## src/rtl/r_clk_reader.sv

```systemverilog
`default_nettype none
// ============================================================================
//  Module      : r_clk_reader
//  Description : Read-side controller of a dual-clock FIFO. Owns the binary
//                and Gray read pointers, synchronises the write Gray pointer,
//                produces registered empty / level / almost-empty flags and
//                fronts a synchronous-read memory with a 2-entry FWFT buffer.
//  Revision    : 1.0 - initial release
// ============================================================================
module r_clk_reader #(
    parameter int ADDRESS_SIZE    = 4,
    parameter int DATA_WIDTH      = 8,
    parameter int ALMOST_EMPTY_TH = 2
) (
    input  logic                    r_clk,
    input  logic                    rrst,
    input  logic [ADDRESS_SIZE:0]   w_ptr,
    output logic [ADDRESS_SIZE:0]   r_ptr,
    output logic [ADDRESS_SIZE-1:0] r_addr,
    output logic                    mem_rd_en,
    input  logic [DATA_WIDTH-1:0]   mem_rd_data,
    output logic [DATA_WIDTH-1:0]   r_data,
    output logic                    r_valid,
    input  logic                    r_ready,
    output logic                    r_empty,
    output logic                    r_almost_empty,
    output logic [ADDRESS_SIZE:0]   r_level
);

    localparam int                  c_PTR_W  = ADDRESS_SIZE + 1;
    localparam logic [c_PTR_W-1:0]  c_AE_TH  = c_PTR_W'(ALMOST_EMPTY_TH);

    // Output buffer occupancy states; entries are kept in arrival order.
    typedef enum logic [1:0] {
        S_EMPTY = 2'd0,
        S_ONE   = 2'd1,
        S_TWO   = 2'd2
    } buf_state_t;

    // ------------------------------------------------------------------
    // Registered state
    // ------------------------------------------------------------------
    logic [c_PTR_W-1:0]    r_bin;
    logic [c_PTR_W-1:0]    r_wq1;
    logic [c_PTR_W-1:0]    r_wq2;
    buf_state_t            r_state;
    logic                  r_inflight;
    logic [DATA_WIDTH-1:0] r_head;
    logic [DATA_WIDTH-1:0] r_tail;

    // ------------------------------------------------------------------
    // Combinational signals
    // ------------------------------------------------------------------
    logic                  w_pop;
    logic                  w_land;
    logic [1:0]            w_buf_cnt;
    logic [1:0]            w_occ;
    logic [1:0]            w_occ_after_pop;
    logic                  w_rd_en;
    logic [c_PTR_W-1:0]    w_bnext;
    logic [c_PTR_W-1:0]    w_gnext;
    logic [c_PTR_W-1:0]    w_wbin;
    logic [c_PTR_W-1:0]    w_level_next;
    buf_state_t            w_state_next;
    logic [DATA_WIDTH-1:0] w_head_next;
    logic [DATA_WIDTH-1:0] w_tail_next;

    // Gray to binary conversion: each binary bit is the XOR of all Gray
    // bits at or above it.
    function automatic logic [c_PTR_W-1:0] gray2bin(input logic [c_PTR_W-1:0] g);
        logic [c_PTR_W-1:0] b;
        b = g;
        for (int i = c_PTR_W - 2; i >= 0; i--) begin
            b[i] = b[i+1] ^ g[i];
        end
        return b;
    endfunction

    // ------------------------------------------------------------------
    // Consumer handshake and memory landing
    // ------------------------------------------------------------------
    assign r_valid = (r_state != S_EMPTY);
    assign r_data  = r_head;
    assign w_pop   = r_valid & r_ready;
    assign w_land  = r_inflight;

    // Occupancy (buffered + in flight) decides whether another read fits.
    always_comb begin
        w_buf_cnt = 2'd0;
        case (r_state)
            S_EMPTY: w_buf_cnt = 2'd0;
            S_ONE:   w_buf_cnt = 2'd1;
            S_TWO:   w_buf_cnt = 2'd2;
            default: w_buf_cnt = 2'd0;
        endcase
        w_occ           = w_buf_cnt + {1'b0, r_inflight};
        w_occ_after_pop = w_occ - {1'b0, w_pop};
        w_rd_en         = !rrst && !r_empty && (w_occ_after_pop < 2'd2);
    end

    assign mem_rd_en = w_rd_en;
    assign r_addr    = r_bin[ADDRESS_SIZE-1:0];

    // Next read pointer, its Gray form, and the level seen against the
    // synchronised write pointer.
    always_comb begin
        w_bnext      = r_bin + {{ADDRESS_SIZE{1'b0}}, w_rd_en};
        w_gnext      = w_bnext ^ (w_bnext >> 1);
        w_wbin       = gray2bin(r_wq2);
        w_level_next = w_wbin - w_bnext;
    end

    // Write-pointer synchroniser, read pointers and status flags.
    always_ff @(posedge r_clk) begin
        if (rrst) begin
            r_wq1          <= '0;
            r_wq2          <= '0;
            r_bin          <= '0;
            r_ptr          <= '0;
            r_empty        <= 1'b1;
            r_almost_empty <= 1'b1;
            r_level        <= '0;
        end else begin
            r_wq1          <= w_ptr;
            r_wq2          <= r_wq1;
            r_bin          <= w_bnext;
            r_ptr          <= w_gnext;
            r_empty        <= (w_gnext == r_wq2);
            r_almost_empty <= (w_level_next <= c_AE_TH);
            r_level        <= w_level_next;
        end
    end

    // Output buffer state, entries and in-flight flag.
    always_ff @(posedge r_clk) begin
        if (rrst) begin
            r_state    <= S_EMPTY;
            r_inflight <= 1'b0;
            r_head     <= '0;
            r_tail     <= '0;
        end else begin
            r_state    <= w_state_next;
            r_inflight <= w_rd_en;
            r_head     <= w_head_next;
            r_tail     <= w_tail_next;
        end
    end

    // Buffer next state: a landing word goes behind any held entry, a pop
    // shifts the tail into the head. A pop while empty has no effect.
    always_comb begin
        w_state_next = r_state;
        w_head_next  = r_head;
        w_tail_next  = r_tail;
        case (r_state)
            S_EMPTY: begin
                if (w_land) begin
                    w_head_next  = mem_rd_data;
                    w_state_next = S_ONE;
                end
            end
            S_ONE: begin
                if (w_land && w_pop) begin
                    w_head_next = mem_rd_data;
                end else if (w_land) begin
                    w_tail_next  = mem_rd_data;
                    w_state_next = S_TWO;
                end else if (w_pop) begin
                    w_state_next = S_EMPTY;
                end
            end
            S_TWO: begin
                // A landing word without a pop cannot occur here: the read
                // enable is withheld whenever two entries are committed.
                if (w_pop) begin
                    w_head_next = r_tail;
                    if (w_land) begin
                        w_tail_next = mem_rd_data;
                    end else begin
                        w_state_next = S_ONE;
                    end
                end
            end
            default: begin
                w_state_next = S_EMPTY;
            end
        endcase
    end

endmodule
`default_nettype wire
```

## config.mk

```make
export PLATFORM = sky130hd
export DESIGN_NAME = r_clk_reader
export DESIGN_NICKNAME = d
export VERILOG_FILES = /design/src/rtl/r_clk_reader.sv
export SDC_FILE = /design/constraint.sdc
export NUM_CORES = 1
export LEC_CHECK = 0
export CORE_AREA = 4 4 65 73
export DETAILED_ROUTE_END_ITERATION = 12
export DIE_AREA = 0 0 69 77
export PLACE_DENSITY = 0.75
export SLEW_MARGIN = 10
export SYNTH_ARGS = -nofsm -noshare
export SYNTH_HDL_FRONTEND = slang
export SYNTH_SLANG_ARGS = --single-unit
```

## constraint.sdc

```tcl
create_clock -name r_clk -period 5.07 [get_ports r_clk]
set_clock_uncertainty 0.1 [all_clocks]
set_input_delay 0.7605 -clock r_clk [delete_from_list [all_inputs] [get_ports r_clk]]
set_output_delay 0.7605 -clock r_clk [all_outputs]
set_load 0.01 [all_outputs]
```

After elaboration in Yosys (flattened, before gate mapping)

Cells that the tools add are included.

Bits in registers: 46
Latch bits: 0
RAM bits: 0
Memory bits (read-only): 0
Bits of input ports: 16
Output and inout bits: 26
Word-level logic and storage cells: 60
Memories: 0

$add $sub $neg: 4
$mul: 0
Divide/modulo/power cells: 0
Magnitude comparators: 2
Eq/ne operators: 9
Shifts and indexed selects: 0
Muxes and demuxes: 16
Bitwise gates (word level): 6
Reduce and logical (&&, ||, !) cells: 12

Operators with widths:

| kind                                                 | number |
|---|---|
| two-way mux 8 bit                                    | 6 |
| one-hot mux 8 bit (3 select lines)                   | 1 |
| one-hot mux 8 bit (2 select lines)                   | 1 |
| two-way mux 2 bit                                    | 6 |
| inequality test 2 bit (second input constant)        | 5 |
| one-hot mux 2 bit (3 select lines)                   | 1 |
| adder 5 x 1 -> 5 bit                                 | 1 |
| equality test 5 bit                                  | 1 |
| <= comparator 5 x 2 -> 1 bit (second input constant) | 1 |
| AND reduction 5 bit                                  | 1 |
| subtractor 5 bit                                     | 1 |
| bitwise XOR 5 x 4 -> 5 bit                           | 1 |
| one-hot mux 2 bit (2 select lines)                   | 1 |
| AND reduction 4 bit                                  | 1 |
| nonzero test 2 bit                                   | 2 |
| bitwise XOR 1 bit                                    | 4 |
| logical AND 1 bit                                    | 3 |
| inequality test 3 bit (second input constant)        | 1 |
| AND reduction 3 bit                                  | 1 |
| nonzero test 3 bit                                   | 1 |
| adder 2 x 1 -> 2 bit                                 | 1 |
| equality test 2 x 1 -> 1 bit (second input constant) | 1 |
| equality test 2 bit (second input constant)          | 1 |
| zero test 1 bit                                      | 2 |
| 4 further kinds                                      | 4 |

Longest topological paths before layout

Word-level depth: 9
Depth in mapped cells: 14
Mapped depth without buffers: 14

Worst setup path before layout

Ideal clock, no wire load.

Path kind: input -> register
Start: input port r_ready
End: register r_almost_empty
Setup time: 0.100 ns
Arrival: 4.005 ns
Data required time: 4.870 ns
Setup slack: 0.865 ns
Cell stages on the path: 13
Path buffers: 0
Cell sequence: inv_1 nor2_1 nand2_1 o21ai_0 a2111oi_0 ha_1 ha_1 inv_1 fa_1 maj3_1 a21oi_1 mux2_4 a2111oi_4

Longest elaborated chain between the ends: 7

Ends and longest elaborated chain:

| element                      | RTL line | text |
|---|---|---|
| start: declaration           | 24       | `input logic r_ready,` |
| bitwise AND 1 bit            | 84       | `assign w_pop = r_valid & r_ready;` |
| subtractor 2 x 1 -> 2 bit    | 97       | `w_occ_after_pop = w_occ - {1'b0, w_pop};` |
| < comparator 2 bit           | 98       | `w_rd_en = !rrst && !r_empty && (w_occ_after_pop < 2'd2);` |
| logical AND 1 bit            | 98       |  |
| named net mem_rd_en          | 20       | `output logic mem_rd_en,` |
| adder 5 x 1 -> 5 bit         | 107      | `w_bnext = r_bin + {{ADDRESS_SIZE{1'b0}}, w_rd_en};` |
| named net w_bnext[1]         | 60       | `logic [c_PTR_W-1:0] w_bnext;` |
| subtractor 5 bit             | 110      | `w_level_next = w_wbin - w_bnext;` |
| <= comparator 5 x 2 -> 1 bit | 129      | `r_almost_empty <= (w_level_next <= c_AE_TH);` |
| end signal: assignment       | 129      |  |
| end: declaration             | 26       | `output logic r_almost_empty,` |

The timed path passes the listed nets, and every way through them passes these cells.
A chain may end at the register's enable or synchronous reset.

Final worst setup path

Start: input port r_ready
End: register r_almost_empty

Longest elaborated chain between the ends: 7

Ends and longest elaborated chain:

| element                      | RTL line |
|---|---|
| bitwise AND 1 bit            | 84 |
| subtractor 2 x 1 -> 2 bit    | 97 |
| < comparator 2 bit           | 98 |
| logical AND 1 bit            | 98 |
| adder 5 x 1 -> 5 bit         | 107 |
| named net w_bnext[1]         | 60 |
| subtractor 5 bit             | 110 |
| <= comparator 5 x 2 -> 1 bit | 129 |

The timed path passes the listed nets, and every way through them passes these cells.

==> metrics <==
largest net degree at the start of global routing 46; Worst-path clk slew 80 ps; Fill cells 345; Routed WL 3.27 mm; power consumption 0.797 mW; first-pass GRT wire length 5.44 mm; Fin. Hold Viols 0; Core ar. 3960 um2; RSZ-0062 raised after global routing no; Syn Inst Count 184; final non-filler cell area 2450 um2; final net count 246; root buffer cell clkbuf_8; RePlAce Congestion 0.758; Final Worst Setup Slack 661 ps; H-tree depth 2; # hold bufs at CTS 0; Tmin final 4410 ps; I/O pin count 42; sequential power share 49.4%; Max Transition Viols Final 0; crit start category input pin; die height 77 um; syn_area_per_cell 10.4 um2; gr usage total 12.7%; MaxCap Viol Count 0; YS warnings 0; DP Worst Slack 365 ps; crit share post-route 87.0%; Post-Syn Nets 206; class of the worst hold path reg -> reg; outcome complete, no violations; max_slew headroom 20.0%; share of cells above drive strength 1 7.56%; DR vias 1337; leak pwr 1.04 nW; Top FF cell, synth dfxtp_1; CP endpoint kind flop; Routed Antenna Nets 0; HPWL Detailed 2.37 mm; Crit path required time 5160 ps; Psw 0.198 mW; cell internal pwr 0.599 mW; count of input and output buffers 41; Placed Area 2350 um2; initial core utilization 48.3%; clock tree buffer depth 2; maximum fanout along the worst path 7; Num CTS Buffers 5; post-DR vias/cell 4.83; DIE WIDTH 69 um; Max Fclk 227 MHz; ant diodes 0; Clock Latency Late Sink 290 ps; # setup viols final 0; clock sinks 45; Final TNS setup 0 ps; most frequent cells in the layout dfxtp_1 (45), clkdlybuf4s50_1 (41), nor2_1 (32); synthesis-stage register bit count 45; Core Rows 24; drt first pass iters 4; PD cells 325 nW/um2; Initial DRC Count 72; Comb pwr share 21.5%; most common cell after layout, fill and taps aside dfxtp_1; initial antenna violation count 0; worst ir drop on vdd 0.000183 V; EDFF count, synth 0; DRC 0; Switching Share 24.8%; Least-Margin Pin Slew 1200 ps; Post-CTS Setup Repair Bufs 0; sequential share of the synthesized area 47.1%; async set or reset register ratio after synthesis 0%; Post-Syn Area 1910 um2; Arr. time, crit path 4500 ps; Avg WL per Cell 11.8 um; WS Path Type in -> reg; CTS resizes 0; die area 5310 um2; Congestion Overflow GR 0; Synth cell types 34; number of global-route vias before repair 1214; clock power share 29.1%; area delta synth->final 28.3%; CTS tree built
[registers in the layout, summed over array words and instances (netlist names)]
register        count
r_data              8
r_tail              8
r_level             5
r_ptr               5
r_wq1               5
r_wq2               5
r_bin               4
r_state             2
r_almost_empty      1
r_empty             1
r_inflight          1
[cells by family after synthesis]
family          count (synthesis)  synth area share [%]
compound gates                 24                  9.88
xor+xnor                       18                  10.9
fa+ha+maj                       7                  4.84
buf+inv                        12                  2.88
flops                          45                  47.1
mux                            17                  9.16
simple gates                   61                  15.2
[cells in the mapped netlist (3+ instances only)]
library cell,n,area (um2)
clkbuf_1,6,22.5
dfxtp_1,45,901
nand3_1,4,20.0
inv_1,3,11.3
a211oi_1,8,60.1
xor2_1,8,70.1
nor2_1,32,120
a21oi_1,5,25.0
nand2_1,4,15.0
nor2b_1,14,87.6
xnor2_1,7,61.3
mux2i_1,16,160
ha_1,5,62.6
[worst paths after layout]
check	slack, ps	from	to	depth (start not counted)
max reg2reg	1010	r_state[0]	r_almost_empty	11
max	660	r_ready	r_almost_empty	13
min	340	r_wq1[4]	r_wq2[4]	1
min reg2reg	340	r_wq1[4]	r_wq2[4]	1
[area by class of cell]
class | count | area [um2] | share of cell area, %
Multi-Input combinational cell | 127 | 957 | 39.0
Clock buffer | 7 | 96.3 | 3.93
Inverter | 3 | 11.3 | 0.459
Clock inverter | 1 | 5.00 | 0.204
Tap cell | 52 | 65.1 | 2.65
Sequential cell | 45 | 901 | 36.7
Timing Repair Buffer | 42 | 418 | 17.0
[through the flow]
step	hold slack (ps)	cells	util (%)
floorplan	314	184	-
global placement	321	269	59.3
detailed placement	326	269	59.3
CTS	343	277	61.9
global route	358	277	61.9
finish	339	277	61.9
[power by group through the flow]
| stage | sequential (mW) | combinational [mW] | clock, mW |
|---|---|---|---|
| floorplan | 0.411 | 0.0902 | 0 |
| global placement | 0.402 | 0.172 | 0 |
| detailed placement | 0.403 | 0.173 | 0 |
| CTS | 0.394 | 0.174 | 0.240 |
| global route | 0.397 | 0.187 | 0.255 |
| finish | 0.394 | 0.171 | 0.232 |
[critical path: stages]
cell             delay (ps)
clkdlybuf4s50_1         580
inv_1                   110
nor2_1                  190
nor2_1                  100
a2111oi_0               550
ha_1                    270
ha_1                    180
inv_1                   120
fa_1                    470
maj3_1                  360
a21oi_1                 210
mux2_4                  340
a2111oi_4               260
[per-layer routing]
metal	vias up	wire length [um]	global-route usage (%)	share of wire [%]
li1	703	-	-	-
met1	591	1560	16.7	48
met2	38	1480	18.9	45
met3	5	192	4.31	5.9
met4	0	44	5.27	1.3
met5	-	0	0	0
No activity file was read; power rests on OpenSTA's default activity.
